$ cat config.mk
export PLATFORM = sky130hd
export DESIGN_NAME = column_wrapper
export DESIGN_NICKNAME = d
export VERILOG_FILES = /design/src/rtl/qracc_pkg.sv /design/src/rtl/column_sram_ctrl.sv /design/src/rtl/column_wrapper.sv
export SDC_FILE = /design/constraint.sdc
export NUM_CORES = 1
export LEC_CHECK = 0
export BUFFER_PORTS_ARGS = -buffer_cell sky130_fd_sc_hd__buf_2
export CORE_AREA = 2 2 471 473
export DETAILED_ROUTE_END_ITERATION = 8
export DIE_AREA = 0 0 473 475
export PLACE_DENSITY = 0.3
export SLEW_MARGIN = 20
export SYNTH_ARGS = -nofsm -noshare
export SYNTH_HDL_FRONTEND = slang
export SYNTH_HIERARCHICAL = 1
export SYNTH_SLANG_ARGS = --single-unit
$ cat constraint.sdc
create_clock -name clk -period 3.9 [get_ports clk]
set_input_delay 0.39 -clock clk [delete_from_list [all_inputs] [get_ports clk]]
set_output_delay 0.39 -clock clk [all_outputs]
set_load 0.1 [all_outputs]
$ cat src/rtl/qracc_pkg.sv
// Shared types and constants for the QR accelerator column: analog control
// bundle, analog return bundle, runtime configuration and SRAM FSM states.
package qracc_pkg;

  localparam int NUM_ROWS       = 128;
  localparam int NUM_COLS       = 1;
  localparam int NUM_ADC_BITS   = 4;
  localparam int NUM_CFG_BITS   = 8;
  localparam int ADC_THERM_BITS = (1 << NUM_ADC_BITS) - 1;

  typedef enum logic [1:0] {
    IDLE,
    WRITE,
    PRECH,
    READ
  } sram_state_t;

  typedef struct packed {
    logic [NUM_CFG_BITS-1:0] n_input_bits_cfg;
    logic [NUM_CFG_BITS-1:0] n_adc_bits_cfg;
    logic                    binary_cfg;
  } qracc_config_t;

  typedef struct packed {
    logic                CLK;
    logic [NUM_ROWS-1:0] VDR_SEL;
    logic [NUM_ROWS-1:0] VDR_SELB;
    logic [NUM_ROWS-1:0] VSS_SEL;
    logic [NUM_ROWS-1:0] VSS_SELB;
    logic [NUM_ROWS-1:0] VRST_SEL;
    logic [NUM_ROWS-1:0] VRST_SELB;
    logic                NF;
    logic                NFB;
    logic                M2A;
    logic                M2AB;
    logic                R2A;
    logic                R2AB;
    logic [NUM_ROWS-1:0] WL;
    logic                PCH;
    logic [NUM_COLS-1:0] WR_DATA;
    logic                WRITE;
    logic [NUM_COLS-1:0] CSEL;
    logic                SAEN;
  } to_analog_t;

  typedef struct packed {
    logic [NUM_COLS-1:0]                SA_OUT;
    logic [ADC_THERM_BITS*NUM_COLS-1:0] ADC_OUT;
  } from_analog_t;

  // Number of set bits in one column's thermometer-coded comparator bank.
  function automatic logic [NUM_ADC_BITS-1:0] therm_count(
    input logic [ADC_THERM_BITS-1:0] therm
  );
    logic [NUM_ADC_BITS-1:0] n;
    n = '0;
    for (int i = 0; i < ADC_THERM_BITS; i++) begin
      n = n + NUM_ADC_BITS'(therm[i]);
    end
    return n;
  endfunction

endpackage

$ cat src/rtl/column_sram_ctrl.sv
// SRAM access sequencer for the column: single-cycle writes, precharge +
// sense reads, and word-line override while the column is in MAC mode.
//
// state | meaning
// IDLE  | waiting for a request; WL all-ones when mac_en_i=1
// WRITE | WL at latched row, WRITE and WR_DATA driven, columns selected
// PRECH | bit lines precharged, all word lines off
// READ  | WL at latched row, sense amps enabled; SA_OUT captured on exit
module column_sram_ctrl
  import qracc_pkg::*;
#(
  parameter int numRows = NUM_ROWS,
  parameter int numCols = NUM_COLS
) (
  input  logic                       clk,
  input  logic                       nrst,
  input  logic                       mac_en_i,
  input  logic                       rq_wr_i,
  input  logic                       rq_valid_i,
  output logic                       rq_ready_o,
  output logic                       rd_valid_o,
  output logic [numCols-1:0]         rd_data_o,
  input  logic [numCols-1:0]         wr_data_i,
  input  logic [$clog2(numRows)-1:0] addr_i,
  input  logic [numCols-1:0]         sa_out_i,
  output logic [numRows-1:0]         wl_o,
  output logic                       pch_o,
  output logic                       write_o,
  output logic                       saen_o,
  output logic [numCols-1:0]         wr_data_o,
  output logic [numCols-1:0]         csel_o
);

  sram_state_t                state, state_nxt;
  logic [$clog2(numRows)-1:0] addr_q;
  logic [numCols-1:0]         data_q;
  logic                       accept;

  assign accept = rq_valid_i && rq_ready_o;

  // State register; reset drops any transaction in flight.
  always_ff @(posedge clk or posedge nrst) begin
    if (nrst) state <= IDLE;
    else      state <= state_nxt;
  end

  // Request latch and read-result holding registers.
  always_ff @(posedge clk or posedge nrst) begin
    if (nrst) begin
      addr_q     <= '0;
      data_q     <= '0;
      rd_valid_o <= 1'b0;
      rd_data_o  <= '0;
    end else if (accept) begin
      addr_q     <= addr_i;
      data_q     <= wr_data_i;
      rd_valid_o <= 1'b0;
    end else if (state == READ) begin
      rd_valid_o <= 1'b1;
      rd_data_o  <= sa_out_i;
    end
  end

  // Next state and array controls; an access already started runs to
  // completion even if MAC mode is requested meanwhile.
  always_comb begin
    state_nxt  = state;
    rq_ready_o = 1'b0;
    wl_o       = '0;
    pch_o      = 1'b0;
    write_o    = 1'b0;
    saen_o     = 1'b0;
    wr_data_o  = '0;
    csel_o     = '0;
    case (state)
      IDLE: begin
        rq_ready_o = !mac_en_i;
        if (mac_en_i) wl_o = '1;
        if (rq_valid_i && !mac_en_i) state_nxt = rq_wr_i ? WRITE : PRECH;
      end
      WRITE: begin
        wl_o[addr_q] = 1'b1;
        write_o      = 1'b1;
        wr_data_o    = data_q;
        csel_o       = '1;
        state_nxt    = IDLE;
      end
      PRECH: begin
        pch_o     = 1'b1;
        state_nxt = READ;
      end
      READ: begin
        wl_o[addr_q] = 1'b1;
        saen_o       = 1'b1;
        csel_o       = '1;
        state_nxt    = IDLE;
      end
      default: state_nxt = IDLE;
    endcase
  end

endmodule

$ cat src/rtl/column_wrapper.sv
// Digital wrapper around one analog compute column: per-row input switch
// matrix, ADC thermometer decode with runtime resolution, SRAM sequencing.
module column_wrapper
  import qracc_pkg::*;
#(
  parameter int numRows    = NUM_ROWS,
  parameter int numCols    = NUM_COLS,
  parameter int numAdcBits = NUM_ADC_BITS,
  parameter int numCfgBits = NUM_CFG_BITS
) (
  input  logic                                clk,
  input  logic                                nrst,
  input  qracc_config_t                       cfg,
  output to_analog_t                          to_analog_o,
  input  from_analog_t                        from_analog_i,
  output logic [numCols-1:0][numAdcBits-1:0]  adc_out_o,
  input  logic                                mac_en_i,
  input  logic [numRows-1:0]                  data_p_i,
  input  logic [numRows-1:0]                  data_n_i,
  input  logic                                rq_wr_i,
  input  logic                                rq_valid_i,
  output logic                                rq_ready_o,
  output logic                                rd_valid_o,
  output logic [numCols-1:0]                  rd_data_o,
  input  logic [numCols-1:0]                  wr_data_i,
  input  logic [$clog2(numRows)-1:0]          addr_i
);

  localparam int THERM_BITS = (1 << numAdcBits) - 1;

  logic [numRows-1:0]    vdr_sel, vss_sel, vrst_sel;
  logic [numRows-1:0]    wl;
  logic                  pch, write, saen;
  logic [numCols-1:0]    wr_data, csel;
  logic [numCfgBits-1:0] adc_bits_eff, adc_shift;
  logic                  unused_cfg;

  // Input precision is consumed by the sequencer above this column.
  assign unused_cfg = ^cfg.n_input_bits_cfg;

  column_sram_ctrl #(
    .numRows (numRows),
    .numCols (numCols)
  ) u_sram_ctrl (
    .clk        (clk),
    .nrst       (nrst),
    .mac_en_i   (mac_en_i),
    .rq_wr_i    (rq_wr_i),
    .rq_valid_i (rq_valid_i),
    .rq_ready_o (rq_ready_o),
    .rd_valid_o (rd_valid_o),
    .rd_data_o  (rd_data_o),
    .wr_data_i  (wr_data_i),
    .addr_i     (addr_i),
    .sa_out_i   (from_analog_i.SA_OUT),
    .wl_o       (wl),
    .pch_o      (pch),
    .write_o    (write),
    .saen_o     (saen),
    .wr_data_o  (wr_data),
    .csel_o     (csel)
  );

  // Row switch matrix: positive input wins, then negative, else reset level.
  always_comb begin
    vdr_sel  = '0;
    vss_sel  = '0;
    vrst_sel = '1;
    if (mac_en_i) begin
      vdr_sel  = data_p_i;
      vss_sel  = ~data_p_i & data_n_i;
      vrst_sel = ~data_p_i & ~data_n_i;
    end
  end

  // Out-of-range resolution settings fall back to full ADC resolution.
  always_comb begin
    adc_bits_eff = cfg.n_adc_bits_cfg;
    if (cfg.n_adc_bits_cfg == '0 ||
        cfg.n_adc_bits_cfg > numCfgBits'(numAdcBits)) begin
      adc_bits_eff = numCfgBits'(numAdcBits);
    end
    adc_shift = numCfgBits'(numAdcBits) - adc_bits_eff;
  end

  // Register the decoded, resolution-reduced ADC code of every column.
  always_ff @(posedge clk or posedge nrst) begin
    if (nrst) begin
      adc_out_o <= '0;
    end else begin
      for (int c = 0; c < numCols; c++) begin
        adc_out_o[c] <= therm_count(
          from_analog_i.ADC_OUT[c*THERM_BITS +: THERM_BITS]) >> adc_shift;
      end
    end
  end

  // Assemble the analog control bundle, with complementary rails.
  always_comb begin
    to_analog_o           = '0;
    to_analog_o.CLK       = clk;
    to_analog_o.VDR_SEL   = vdr_sel;
    to_analog_o.VDR_SELB  = ~vdr_sel;
    to_analog_o.VSS_SEL   = vss_sel;
    to_analog_o.VSS_SELB  = ~vss_sel;
    to_analog_o.VRST_SEL  = vrst_sel;
    to_analog_o.VRST_SELB = ~vrst_sel;
    to_analog_o.NF        = ~cfg.binary_cfg;
    to_analog_o.NFB       = cfg.binary_cfg;
    to_analog_o.M2A       = mac_en_i;
    to_analog_o.M2AB      = ~mac_en_i;
    to_analog_o.R2A       = ~mac_en_i;
    to_analog_o.R2AB      = mac_en_i;
    to_analog_o.WL        = wl;
    to_analog_o.PCH       = pch;
    to_analog_o.WR_DATA   = wr_data;
    to_analog_o.WRITE     = write;
    to_analog_o.CSEL      = csel;
    to_analog_o.SAEN      = saen;
  end

endmodule

* Yosys cells after proc, flatten, opt, wreduce, memory -nomap -nowiden
Index checks and enable logic that the tools add are counted.
** Word-level totals
- Flip-flop bits (word level) :: 16
- Latch bits :: 0
- Bits in writable memories :: 0
- Bits in read-only memories :: 0
- Logic and storage cells :: 68
- Memories kept :: 0
** Cells by class
- Add/sub/neg operators :: 15
- $mul :: 0
- Divide/modulo/power cells :: 0
- Magnitude comparators :: 3
- Eq/ne operators :: 4
- Shift operators :: 1
- Multiplexer cells :: 19
- Bitwise gates (word level) :: 10
- Reduce and logical (&&, ||, !) cells :: 10
** Operators with widths (number)
- $not A128 Y128 :: 5
- $mux W128 :: 4
- $and A128 B128 Y128 :: 2
- $pmux W128 S2 :: 1
- $add A4 B1 Y4 :: 11
- $mux W1 :: 9
- $gt A8 B3 Y1 const B :: 1
- $logic_not A8 Y1 :: 1
- $lt A7 B8 Y1 const B :: 1
- $mux W8 :: 1
- $shr A4 B8 Y4 :: 1
- $sub A3 B8 Y8 const A :: 1
- $demux W1 S7 :: 1
- $ge A7 B1 Y1 const B :: 1
- $pmux W2 S3 :: 1
- $add A3 B1 Y4 :: 1
- $eq A2 B2 Y1 const B :: 2
- $mux W2 :: 2
- $add A2 B1 Y3 :: 1
- $logic_and A1 B1 Y1 :: 3
- $not A1 Y1 :: 3
- $add A1 B1 Y2 :: 1
- $eq A2 B1 Y1 const B :: 1
- $logic_not A2 Y1 :: 1
- other kinds (6) :: 6

* Depth between registers and ports, before layout
Gate-level depths: netlist of run 1.
- Word-level depth :: 15
- Depth in mapped cells :: 12

* Hierarchy
The synthesis of run 1 kept the hierarchy.
** Modules (own cells, without submodules)
- column_wrapper :: instances 1, cells an instance 888, area an instance 4400.5 um^2
- column_sram_ctrl :: instances 1, cells an instance 243, area an instance 1691.6 um^2

==> out/results.md, run 1 <==
| Group | Result | Reported |
|---|---|---|
| status | Outcome | finished, final reports clean |
| sta | Max Slew Vio Count | 0 |
| logic synthesis | Synth Register Bits | 16 |
| layout | Ratio of cells with drive above 1 in the final layout | 55.5% |
| sta | Remaining max-slew budget at the tightest pin | 28.5% |
| floorplanning | Starting density of the core | 2.78% |
| sta | Final setup violation count | 0 |
| floorplanning | Std cell rows | 172 |
| detailed routing | DRC violations left | 0 |
| floorplanning | Placeable core region | 219,000 sq um |
| layout | Relative area change from synthesis to final layout | 160% |
| placement | Worst setup slack before clock tree synthesis | -184 ps |
| worst hold path | Path type of the worst min-delay path | primary input to register |
| sta | Final Critical Period | 3730 ps |
| logic synthesis | Number of warnings issued by yosys | 6 |
| setup path | WP data required | 4160 ps |
| setup path | Critical path launch point type | primary input |
| setup path | Critical path start-end classification | primary input to register |
| global route | Maximum number of pins on one net before global-route repair | 129 |
| clocking | Skew-Pair Late Insertion Delay | 360 ps |
| clocking | Clock tree from TritonCTS | yes |
| global route | Number of global-route vias before repair | 12,051 |
| detailed routing | Number of vias in the routed layout | 13,427 |
| global route | Initial antenna violation count | 92 |
| setup path | Max incr delay on CP | 570 ps |
| floorplanning | Die area | 225,000 sq um |
| setup path | Worst path bufs/invs | 4 |
| detailed routing | Post-DRT Antenna Nets | 0 |
| setup path | Cell with the biggest individual delay on the critical path | sky130_fd_sc_hd__fa_1 |
| layout | Final standard cell count with taps included and fillers excluded | 5,197 |
| floorplanning | Vert. Die Dim | 475 um |
| setup path | Register-to-register setup slack | 1950 ps |
| setup path | Crit path cell chain | buf_2 > fa_1 > fa_1 > fa_1 > inv_1 > fa_1 > inv_1 > fa_1 > inv_1 > fa_1 > a31oi_1 > a221oi_1 > a211oi_1 |
| floorplanning | I/O pin cnt | 1,217 |
| setup path | Gate family responsible for the most delay along the worst path | adder cells |
| logic synthesis | Syn Nets | 1,446 |
| detailed routing | DR iter-0 viols | 667 |
| placement | Dpl cells | 5,133 |
| sta | Fraction of the cycle the final worst path needs | 95.6% |
| sta | Tightest Pin Transition | 1070 ps |
| logic synthesis | Syn Inst Count | 1,131 |
| detailed routing | Number of iterations in the first detailed-routing pass | 5 |
| power | Static Leak | 9.47 nW |
| floorplanning | Horizontal die dimension | 473 um |
| global route | Global-route wire length before repair | 180,000 um |
| logic synthesis | Cell Area, Synth | 6090 sq um |
| detailed routing | Routed wire length | 159,000 um |
| sta | Achievable clock frequency | 0.268 GHz |
| sta | Worst-case clock skew | 0.651 ps |
| placement | Count of input and output buffers | 1,208 |
| power | Power, Total | 11.2 mW |
| sta | Setup Total Neg Slack | 0 ps |
| power | Maximum vdd ir drop | 221 uV |
| setup path | CP Data Arrival Time | 3990 ps |
| clocking | Clk pin slew, worst setup/hold paths | 50 ps |
| setup path | Peak fanout along the critical path | 2 |
| sta | Setup WS post-layout | 173 ps |
| layout | Post-layout net count | 2,587 |
| layout | FILL cells | 26,347 |
| global route | Total routing usage reported by global routing | 13.2% |
| detailed routing | Post-DR wirelength/cell | 30.6 um |
| setup path | Most repeated library cell on the critical path | sky130_fd_sc_hd__fa_1 |
| logic synthesis | Sequential area share after synthesis | 6.57% |
| placement | Final HPWL from detailed placement | 152,000 um |
| sta | Setup repair after global routing missed its margin | no |
| global route | Final global-route overflow total | 0 |
| detailed routing | Via density per instance | 2.58 |
| placement | Final estimated routing congestion in global placement | 0.994 |
| sta | Number of endpoints with negative hold slack in the final report | 0 |
| logic synthesis | Mapped Avg Cell Area | 5.39 sq um |
| flow run | Number of max-cap violations | 0 |
| power | Power density relative to cell area | 709 nW/um^2 |
| setup path | Nature of the critical path endpoint | register |
| logic synthesis | Count of different cell masters after synthesis | 47 |
## stage by stage
| step | utilization (%) | cell area (sq um) | hold WS, ps |
|---|---|---|---|
| after global routing | 7.22 | 15800 | 264 |
| after floorplan | - | 6120 | 156 |
| after CTS | 7.17 | 15700 | 259 |
| after global placement | 7.09 | 15500 | 328 |
| after detailed placement | 7.09 | 15500 | 321 |
| final | 7.24 | 15900 | 261 |
## cells by family after synthesis
family | count (synthesis) | share of synthesized area [%]
muxes | 9 | 1.66
xor gates and xnor gates | 2 | 0.288
DFF | 16 | 6.57
adders and majority gates | 13 | 3.90
AOI/OAI and AO/OA | 274 | 23.9
and+or+nand+nor | 315 | 31.7
buffers and inverters | 502 | 32.0
## worst reg2reg max path: cells and delay by family, from the launching register on
family / cells / cell delay [ps]
mux: 1 / 410
flops: 1 / 540
simple gates: 1 / 630
buf+inv: 1 / 260
## per-layer routing
layer / part of all wire [%] / vias to the layer above / track usage (%)
met4: 5.6 / 10 / 6.45
met5: 0.040 / - / 0
met3: 9.8 / 241 / 5.02
met2: 50 / 1029 / 23.8
li1: - / 5798 / -
met1: 35 / 6349 / 13.4
## where the power goes
group	leakage, nW	switching (mW)	total, mW	internal, mW
clock network	0.0854	0.181	0.474	0.293
logic	9.19	9.04	10.3	1.23
registers	0.191	0.250	0.496	0.246
total	9.47	9.47	11.2	1.77
## placed cells by master (no fill, tap or decap), drive strengths merged, types with 2 or more instances in the layout
cell type / count
nor2: 3
nor3: 2
nor2b: 3
a31oi: 3
ha: 3
nand4b: 9
and3: 2
nand2: 131
nand4: 4
nand3b: 129
fa: 10
or4b: 5
nand3: 3
nand4bb: 9
a21o: 2
dfrtp: 16
diode: 55
o21ai: 242
buf: 1228
clkbuf: 7
a21oi: 4
and2: 2
mux2: 9
o31ai: 8
a211oi: 3
nand2b: 7
xnor2: 2
o41ai: 6
inv: 406
or3b: 2
## repair_timing
| item | in CTS | in global routing |
|---|---|---|
| setup buffers | 0 | 0 |
| gates resized for setup | 0 | 0 |
| hold buffers | 1 | 0 |
| hold endpoints to repair | 4 | 0 |
## synth_stat cells, drive strengths merged
cell type	number	area [sq um]
nand3b	129	968
a211oi	3	22.5
dfrtp	16	400
o41ai	6	52.6
nand2	131	492
a221oi	1	8.76
or4b	5	53.8
nand4	4	25.0
mux2	9	101
a31o	1	8.76
inv	406	1520
nand4b	9	78.8
and2	2	12.5
nand2b	7	43.8
nor2b	3	18.8
xnor2	2	17.5
nand3	3	15.0
or4bb	1	11.3
a21o	2	15.0
a21oi	4	20.0
buf	21	141
or3b	2	17.5
and3	2	15.0
o21ai	242	1210
ha	3	37.5
o211ai	1	12.5
or4	1	7.51
a221o	1	10.0
nor2	3	13.8
nor3	2	10.0
a31oi	3	18.8
fa	10	200
nor4b	1	23.8
a2bb2oi	1	8.76
nand4bb	9	101
a211o	1	8.76
o31ai	8	60.1
nor4	1	21.3
clkbuf	75	283
## registers in the layout (all words and copies together), names as in the netlist
signal                  flops
adc_out_o                   4
u_sram_ctrl/rd_valid_o      1
u_sram_ctrl/addr_q          7
u_sram_ctrl/rd_data_o       1
u_sram_ctrl/state           2
u_sram_ctrl/data_q          1
## path summary, 6_finish.rpt
kind	end	cells past startpoint	from
min in group asynchronous	adc_out_o[2]$_DFF_PP0_	3	nrst
max in group asynchronous	u_sram_ctrl/addr_q[1]$_DFFE_PP0P_	3	nrst
hold / removal	u_sram_ctrl/addr_q[5]$_DFFE_PP0P_	2	addr_i[5]
setup reg to reg	u_sram_ctrl/addr_q[0]$_DFFE_PP0P_	3	u_sram_ctrl/state[0]$_DFFE_PP0P_
hold reg to reg	u_sram_ctrl/rd_valid_o$_DFFE_PP0P_	2	u_sram_ctrl/rd_valid_o$_DFFE_PP0P_
setup / recovery	adc_out_o[1]$_DFF_PP0_	13	from_analog_i[0]
## layout make-up
type	instances	area, sq um	share of cell area, %
Antenna cell	55	138	0.868
Clock buffer	8	169	1.06
Inverter	406	1520	9.61
Multi-Input combinational cell	613	3780	23.8
Sequential cell	16	400	2.52
Tap cell	2871	3590	22.6
Timing Repair Buffer	1228	6260	39.5
Note: power is estimated with default switching activity, not from simulation.
==> inputs of run 2 (changes only) <==
Settings changed: CELL_PAD_IN_SITES_DETAIL_PLACEMENT from default to 1, CELL_PAD_IN_SITES_GLOBAL_PLACEMENT from default to 2, CORE_AREA 2 2 471 473 to 2 2 476 478, DIE_AREA 0 0 473 475 to 0 0 478 480, PLACE_DENSITY 0.3 to 0.34.
==> run 2 against run 1 <==
First-iteration DRC count fell by 33%. Sequential share of layout area about the same. Via count shrank 4.6%. Die area up 2.1%. Routed wire length shrank 1.7%. Clock power increased by 4%. Largest power group unchanged.
==> out/results.md, run 2 (synthesis gave the netlist of run 1 again) <==
| Group | Result | Reported | Delta |
|---|---|---|---|
| layout | Register cell area after layout | 400 sq um | unchanged |
| global route | Number of global-route vias before repair | 13,347 | +11% |
| placement | Worst setup slack before clock tree synthesis | -278 ps | -94.4 ps |
| sta | Tightest Pin Transition | 804 ps | -262 ps |
| placement | Final estimated routing congestion in global placement | 0.851 | -14% |
| layout | FILL cells | 27,422 | +4.1% |
| setup path | Most repeated library cell on the critical path | sky130_fd_sc_hd__fa_1 |  |
| clocking | Skew-Pair Late Insertion Delay | 370 ps | about the same |
| layout | Commonest cells after routing, fill and taps aside | sky130_fd_sc_hd__buf_2, sky130_fd_sc_hd__inv_1, sky130_fd_sc_hd__nand2_1, sky130_fd_sc_hd__nand3b_1, sky130_fd_sc_hd__o21ai_1 |  |
| sta | Fraction of the cycle the final worst path needs | 95.8% | +0.22 points |
| power | Register share of total power | 4.4% | about the same |
| floorplanning | Std cell rows | 174 | +1.2% |
| floorplanning | Horizontal die dimension | 478 um | +1.1% |
| setup path | Peak fanout along the critical path | 2 | unchanged |
| floorplanning | I/O pin cnt | 1,217 | unchanged |
| floorplanning | Vert. Die Dim | 480 um | +1.1% |
| floorplanning | Placeable core region | 224,000 sq um | +2.3% |
| power | Switching power | 9.48 mW | +0.12% |
| layout | Ratio of cells with drive above 1 in the final layout | 55.7% | +0.22 points |
| setup path | WP data required | 4170 ps | about the same |
| detailed routing | Met3 wire len | 19,900 um | +28% |
| setup path | Worst path bufs/invs | 4 | unchanged |
| power | Part of the power in combinational logic | 91.2% | -0.2 points |
| floorplanning | Die area | 229,000 sq um | +2.1% |
| clocking | Post-CTS setup buffers | 0 | unchanged |
| power | Internal power of the cells | 1.78 mW | +0.59% |
| power | Clock network power share | 4.4% | +0.2 points |
| detailed routing | WL met1 | 51,700 um | -6.2% |
| sta | Final setup violation count | 0 | unchanged |
| global route | Initial antenna violation count | 54 | -41% |
| layout | Biggest register | u_sram_ctrl/addr_q |  |
| setup path | Cell with the biggest individual delay on the critical path | sky130_fd_sc_hd__fa_1 |  |
| flow run | Number of max-cap violations | 0 | unchanged |
| detailed routing | DR iter-0 viols | 450 | -33% |
| sta | Number of endpoints with negative hold slack in the final report | 0 | unchanged |
| detailed routing | Number of vias in the routed layout | 12,804 | -4.6% |
| detailed routing | DRC violations left | 0 | unchanged |
| sta | Remaining max-slew budget at the tightest pin | 46.8% | +18 points |
| detailed routing | Met2 layer wire length in the routed design | 82,700 um | +4.3% |
| power | Maximum vdd ir drop | 218 uV | -0.94% |
| detailed routing | Number of iterations in the first detailed-routing pass | 4 | -1 |
| sta | Setup WS post-layout | 164 ps | -8.68 ps |
| global route | Final global-route overflow total | 0 | unchanged |
| sta | Setup repair after global routing missed its margin | no |  |
| clocking | Clk pin slew, worst setup/hold paths | 60 ps | about the same |
| setup path | Critical path start-end classification | primary input to register |  |
| layout | Top Registers | u_sram_ctrl/addr_q: 7 flops, adc_out_o: 4 flops, u_sram_ctrl/state: 2 flops |  |
| setup path | Gate family responsible for the most delay along the worst path | adder cells |  |
| layout | Relative area change from synthesis to final layout | 163% |  |
| setup path | Max incr delay on CP | 550 ps | -20 ps |
| sta | Setup Total Neg Slack | 0 ps | unchanged |
| global route | Maximum number of pins on one net before global-route repair | 77 | -40% |
| power | Power density relative to cell area | 702 nW/um^2 | -0.88% |
| power | Switching Share | 84.2% | about the same |
| floorplanning | Starting density of the core | 2.72% | -0.061 points |
| detailed routing | Post-DRT Antenna Nets | 0 | unchanged |
| layout | Number of flip-flops in the largest register | 7 | unchanged |
| sta | Final Critical Period | 3740 ps | +8.68 ps |
| setup path | Critical path launch point type | primary input |  |
| clocking | Clock tree from TritonCTS | yes |  |
| detailed routing | Post-DR wirelength/cell | 29.6 um | -3.2% |
| global route | Total routing usage reported by global routing | 12.9% | -0.33 points |
| setup path | CP Data Arrival Time | 4000 ps | about the same |
| layout | Most common library cell in the layout ignoring fill and taps | sky130_fd_sc_hd__buf_2 |  |
| placement | Final HPWL from detailed placement | 149,000 um | -1.8% |
| detailed routing | Top sig layer | met4 |  |
| global route | Global-route wire length before repair | 184,000 um | +2.1% |
| status | Outcome | finished, final reports clean |  |
| sta | Worst-case clock skew | 1.10 ps | +0.450 ps |
| setup path | Crit path cell chain | buf_2 > fa_1 > fa_1 > fa_1 > inv_1 > fa_1 > inv_1 > fa_2 > inv_1 > fa_1 > a31oi_1 > a221oi_1 > a211oi_1 |  |
| placement | Count of input and output buffers | 1,208 | unchanged |
| detailed routing | Via density per instance | 2.43 | -6.1% |
| sta | Achievable clock frequency | 0.268 GHz | -0.23% |
| sta | Max Slew Vio Count | 0 | unchanged |
| power | Static Leak | 9.52 nW | +0.56% |
| layout | Post-layout net count | 2,596 | +0.35% |
| detailed routing | Routed wire length | 156,000 um | -1.7% |
| worst hold path | Path type of the worst min-delay path | primary input to register |  |
| setup path | Nature of the critical path endpoint | register |  |
| layout | Multi-input gate area | 3780 sq um | about the same |
run 2: changes by cell type in the layout (fill, tap and decap cells not counted):
| cell | before | now |
|---|---|---|
| sky130_fd_sc_hd__fa_2 | 0 | 1 |
| sky130_fd_sc_hd__fa_1 | 10 | 9 |
| sky130_fd_sc_hd__buf_12 | 2 | 5 |
| sky130_fd_sc_hd__diode_2 | 55 | 8 |
| sky130_fd_sc_hd__buf_4 | 20 | 47 |
| sky130_fd_sc_hd__buf_16 | 1 | 0 |
| sky130_fd_sc_hd__buf_2 | 1204 | 1184 |
run 2: worst register-to-register path, stage by stage, from the launching register on:
cell and delay (ps):
sky130_fd_sc_hd__dfrtp_1 510, sky130_fd_sc_hd__nor4b_4 760, sky130_fd_sc_hd__mux2_2 420
run 2: final cells by class:
cell class	count	area share [%]
diodes	8	0.125
clock buffers	8	1.05
inverters	406	9.50
multi-input cells	613	23.6
flip-flops and latches	16	2.50
well taps	2992	23.3
repair buffers	1237	39.9
run 2: power groups by stage:
stage,sequential (mW),clock [mW],combinational (mW)
after floorplan,0.519,0.0968,8.05
after global placement,0.505,0.0903,10.4
after detailed placement,0.507,0.0903,10.4
after CTS,0.503,0.515,10.4
after global routing,0.539,0.518,10.6
final,0.494,0.492,10.3
run 2: worst paths after layout:
| check | start | endpoint | slack [ps] | cells after the start |
|---|---|---|---|---|
| min in group asynchronous | nrst | adc_out_o[3]$_DFF_PP0_ | 490 | 3 |
| max reg2reg | u_sram_ctrl/state[0]$_DFFE_PP0P_ | u_sram_ctrl/data_q$_DFFE_PP0P_ | 2090 | 2 |
| min | addr_i[3] | u_sram_ctrl/addr_q[3]$_DFFE_PP0P_ | 250 | 2 |
| max | from_analog_i[5] | adc_out_o[1]$_DFF_PP0_ | 160 | 13 |
| min reg2reg | u_sram_ctrl/rd_valid_o$_DFFE_PP0P_ | u_sram_ctrl/rd_valid_o$_DFFE_PP0P_ | 510 | 2 |
| max in group asynchronous | nrst | u_sram_ctrl/addr_q[4]$_DFFE_PP0P_ | 2830 | 3 |
run 2: per-layer routing:
| metal | vias to the layer above | track usage [%] |
|---|---|---|
| li1 | 5757 | - |
| met3 | 87 | 7.02 |
| met5 | - | 0 |
| met2 | 803 | 24.8 |
| met1 | 6157 | 12.3 |
| met4 | 0 | 1.29 |
run 2: what timing repair did:
action	4_1_cts	5_1_grt
endpoints found under the hold margin	4	0
hold buffers	1	0
setup endpoints to repair	0	1
resized for setup	0	1
run 2: through the flow:
stage | power (mW) | area (sq um) | hold WS, ps | util [%] | std cells
finish | 11.3 | 16000 | 252 | 7.16 | 5280
global route | 11.7 | 16000 | 239 | 7.15 | 5273
CTS | 11.4 | 16000 | 237 | 7.15 | 5272
detailed placement | 11.0 | 15800 | 311 | 7.07 | 5264
global placement | 11.0 | 15800 | 317 | 7.07 | 5264
floorplan | 8.66 | 6120 | 156 | - | 1131
==> inputs of run 3 (changes only) <==
Settings changed: GPL_TIMING_DRIVEN from default to 0.
==> run 3 against run 2 <==
Sequential share of layout area about the same. Combinational power rose by 5%. Critical path depth unchanged. Via count rose by 3.6%. Global-route usage increased by 1.0 points. Clock power grew 2%. Maximum frequency is 0.99% higher. Final area is 0.98% higher. Worst setup slack better by 37 ps. Cell count rose by 1.3%.
==> out/results.md, run 3 (synthesis gave the netlist of run 1 again) <==
| Group | Result | Reported | Delta |
|---|---|---|---|
| floorplanning | Starting density of the core | 2.72% | unchanged |
| sta | Worst-case clock skew | 3.07 ps | +1.96 ps |
| detailed routing | Number of iterations in the first detailed-routing pass | 4 | unchanged |
| sta | Final setup violation count | 0 | unchanged |
| floorplanning | Die area | 229,000 sq um | unchanged |
| placement | Final estimated routing congestion in global placement | 0.845 | -0.69% |
| detailed routing | Post-DR wirelength/cell | 31.4 um | +6.2% |
| setup path | Gate family responsible for the most delay along the worst path | adder cells |  |
| worst hold path | Worst min-delay path endpoint | u_sram_ctrl/rd_data_o$_DFFE_PP0P_ |  |
| clocking | Skew-Pair Late Insertion Delay | 370 ps | about the same |
| global route | Global-route wire length before repair | 198,000 um | +7.5% |
| floorplanning | I/O pin cnt | 1,217 | unchanged |
| layout | Relative area change from synthesis to final layout | 166% |  |
| sta | Final Critical Period | 3700 ps | -36.7 ps |
| sta | Setup repair after global routing missed its margin | no |  |
| global route | Maximum number of pins on one net before global-route repair | 18 | -77% |
| floorplanning | Placeable core region | 224,000 sq um | unchanged |
| setup path | End of the worst register-to-register path | u_sram_ctrl/addr_q[4]$_DFFE_PP0P_ |  |
| setup path | WP data required | 4170 ps | about the same |
| detailed routing | Post-DRT Antenna Nets | 0 | unchanged |
| setup path | Cell with the biggest individual delay on the critical path | sky130_fd_sc_hd__fa_1 |  |
| placement | Dpl cells | 5,334 | +1.3% |
| setup path | Critical path start-end classification | primary input to register |  |
| status | Outcome | finished, final reports clean |  |
| setup path | Worst path bufs/invs | 4 | unchanged |
| setup path | CP Data Arrival Time | 3970 ps | -30 ps |
| power | Switching Share | 84.0% | -0.17 points |
| power | Power, Total | 11.6 mW | +2.7% |
| placement | Final HPWL from detailed placement | 161,000 um | +8.1% |
| worst hold path | Hold depth | 2 | unchanged |
| layout | Most common library cell in the layout ignoring fill and taps | sky130_fd_sc_hd__buf_2 |  |
| sta | Tightest Pin Transition | 896 ps | +92.4 ps |
| worst hold path | Path type of the worst min-delay path | primary input to register |  |
| sta | Number of endpoints with negative hold slack in the final report | 0 | unchanged |
| global route | Final global-route overflow total | 0 | unchanged |
| setup path | Launching point of the worst reg2reg path | u_sram_ctrl/state[0]$_DFFE_PP0P_ |  |
| sta | Fraction of the cycle the final worst path needs | 94.8% | -0.94 points |
| setup path | Most repeated library cell on the critical path | sky130_fd_sc_hd__fa_1 |  |
| global route | Initial antenna violation count | 41 | -24% |
| setup path | Max incr delay on CP | 560 ps | about the same |
| sta | Remaining max-slew budget at the tightest pin | 40.2% | -6.5 points |
| sta | Max Slew Vio Count | 0 | unchanged |
| setup path | Peak fanout along the critical path | 2 | unchanged |
| detailed routing | Routed wire length | 168,000 um | +7.6% |
| detailed routing | DR iter-0 viols | 525 | +17% |
| floorplanning | Std cell rows | 174 | unchanged |
| layout | Ratio of cells with drive above 1 in the final layout | 54.4% | -1.3 points |
| detailed routing | Number of vias in the routed layout | 13,267 | +3.6% |
| clocking | Clock tree from TritonCTS | yes |  |
| worst hold path | Hold Startpoint | from_analog_i[15] |  |
| setup path | Critical path launch point type | primary input |  |
| power | Maximum vdd ir drop | 231 uV | +5.8% |
| global route | Total routing usage reported by global routing | 13.9% | +1.0 points |
| floorplanning | Vert. Die Dim | 480 um | unchanged |
| power | Internal power of the cells | 1.85 mW | +3.8% |
| layout | Top Registers | u_sram_ctrl/addr_q: 7 flops, adc_out_o: 4 flops, u_sram_ctrl/state: 2 flops |  |
| setup path | Register-to-register setup slack | 2040 ps | -50 ps |
| layout | Post-layout net count | 2,665 | +2.7% |
| placement | Count of input and output buffers | 1,208 | unchanged |
| layout | Number of flip-flops in the largest register | 7 | unchanged |
| layout | Final standard cell count with taps included and fillers excluded | 5,348 | +1.3% |
| clocking | Clk pin slew, worst setup/hold paths | 60 ps | about the same |
| power | Switching power | 9.72 mW | +2.5% |
| power | Clock network power share | 4.4% | about the same |
| detailed routing | DRC violations left | 0 | unchanged |
| power | Static Leak | 9.61 nW | +0.96% |
| global route | Number of global-route vias before repair | 13,985 | +4.8% |
| setup path | Crit path cell chain | buf_2 > fa_1 > fa_1 > fa_1 > inv_1 > fa_1 > inv_1 > fa_1 > inv_1 > fa_1 > a31oi_1 > a221oi_1 > a211oi_1 |  |
| setup path | R2r worst-path depth | 3 | +1 |
| power | Part of the power in combinational logic | 93.0% | +1.8 points |
| setup path | Nature of the critical path endpoint | register |  |
| power | Power density relative to cell area | 714 nW/um^2 | +1.7% |
| layout | FILL cells | 27,510 | +0.32% |
| detailed routing | Via density per instance | 2.48 | +2.3% |
| layout | Biggest register | u_sram_ctrl/addr_q |  |
| flow run | Number of max-cap violations | 0 | unchanged |
| floorplanning | Horizontal die dimension | 478 um | unchanged |
| power | Register share of total power | 2.6% | -1.8 points |
| sta | Achievable clock frequency | 0.270 GHz | +0.99% |
| layout | Commonest cells after routing, fill and taps aside | sky130_fd_sc_hd__buf_2, sky130_fd_sc_hd__inv_1, sky130_fd_sc_hd__nand2_1, sky130_fd_sc_hd__nand3b_1, sky130_fd_sc_hd__o21ai_1 |  |
-- run 3: stage by stage --
stage / setup TNS [ps] / worst slack [ps] / utilization [%] / instance area [sq um] / hold WS (ps)
floorplan: -1050 / -526 / - / 6120 / 156
global placement: -264920 / -1350 / 7.10 / 15900 / 301
detailed placement: -12320 / -367 / 7.14 / 16000 / 301
CTS: 0 / 1.92 / 7.22 / 16200 / 241
global route: 0 / 15.3 / 7.22 / 16200 / 245
finish: 0 / 201 / 7.23 / 16200 / 252
-- run 3: worst max path at each step --
stage / start / endpoint / slack (ps) / cells after the start
2_1_floorplan: u_sram_ctrl/addr_q[6]$_DFFE_PP0P_ / to_analog_o[102] / -530 / 4
3_3_place_gp: mac_en_i / to_analog_o[531] / -1350 / 7
3_5_place_dp: mac_en_i / to_analog_o[879] / -370 / 7
4_1_cts: mac_en_i / to_analog_o[862] / 2 / 7
5_1_grt: from_analog_i[0] / adc_out_o[1]$_DFF_PP0_ / 20 / 13
6_report: from_analog_i[0] / adc_out_o[1]$_DFF_PP0_ / 200 / 13
-- run 3: power groups by stage --
stage          clock network (mW)  registers, mW  logic [mW]
6_report                    0.503          0.307        10.8
5_1_grt                     0.540          0.321        11.1
4_1_cts                     0.528          0.312        10.9
3_5_place_dp                0.104          0.315        10.9
3_3_place_gp                0.104          0.312        10.9
2_1_floorplan              0.0968          0.519        8.05
-- run 3: what timing repair did --
item / 4_1_cts / 5_1_grt
resized for setup: 4 / 6
pin swaps: 1 / 0
hold endpoints to repair: 4 / 0
endpoints found under the setup margin: 76 / 6
hold buffers: 1 / 0
setup buffers: 1 / 0
-- run 3: final cells by class --
type	count	area, sq um	share of cell area, %
diodes	7	17.5	0.108
flip-flops and latches	16	400	2.47
well taps	2992	3740	23.1
repair buffers	1212	6130	37.8
plain buffers	94	438	2.70
clock buffers	8	169	1.04
multi-input cells	613	3770	23.3
inverters	406	1520	9.41
-- run 3: routing by layer --
| metal | vias to the layer above | GRT usage, % | wire [um] |
|---|---|---|---|
| li1 | 5913 | - | - |
| met1 | 6458 | 13.7 | 57400 |
| met2 | 823 | 27.2 | 90300 |
| met3 | 73 | 6.34 | 18100 |
| met4 | 0 | 1.57 | 2340 |
| met5 | - | 0 | 0 |
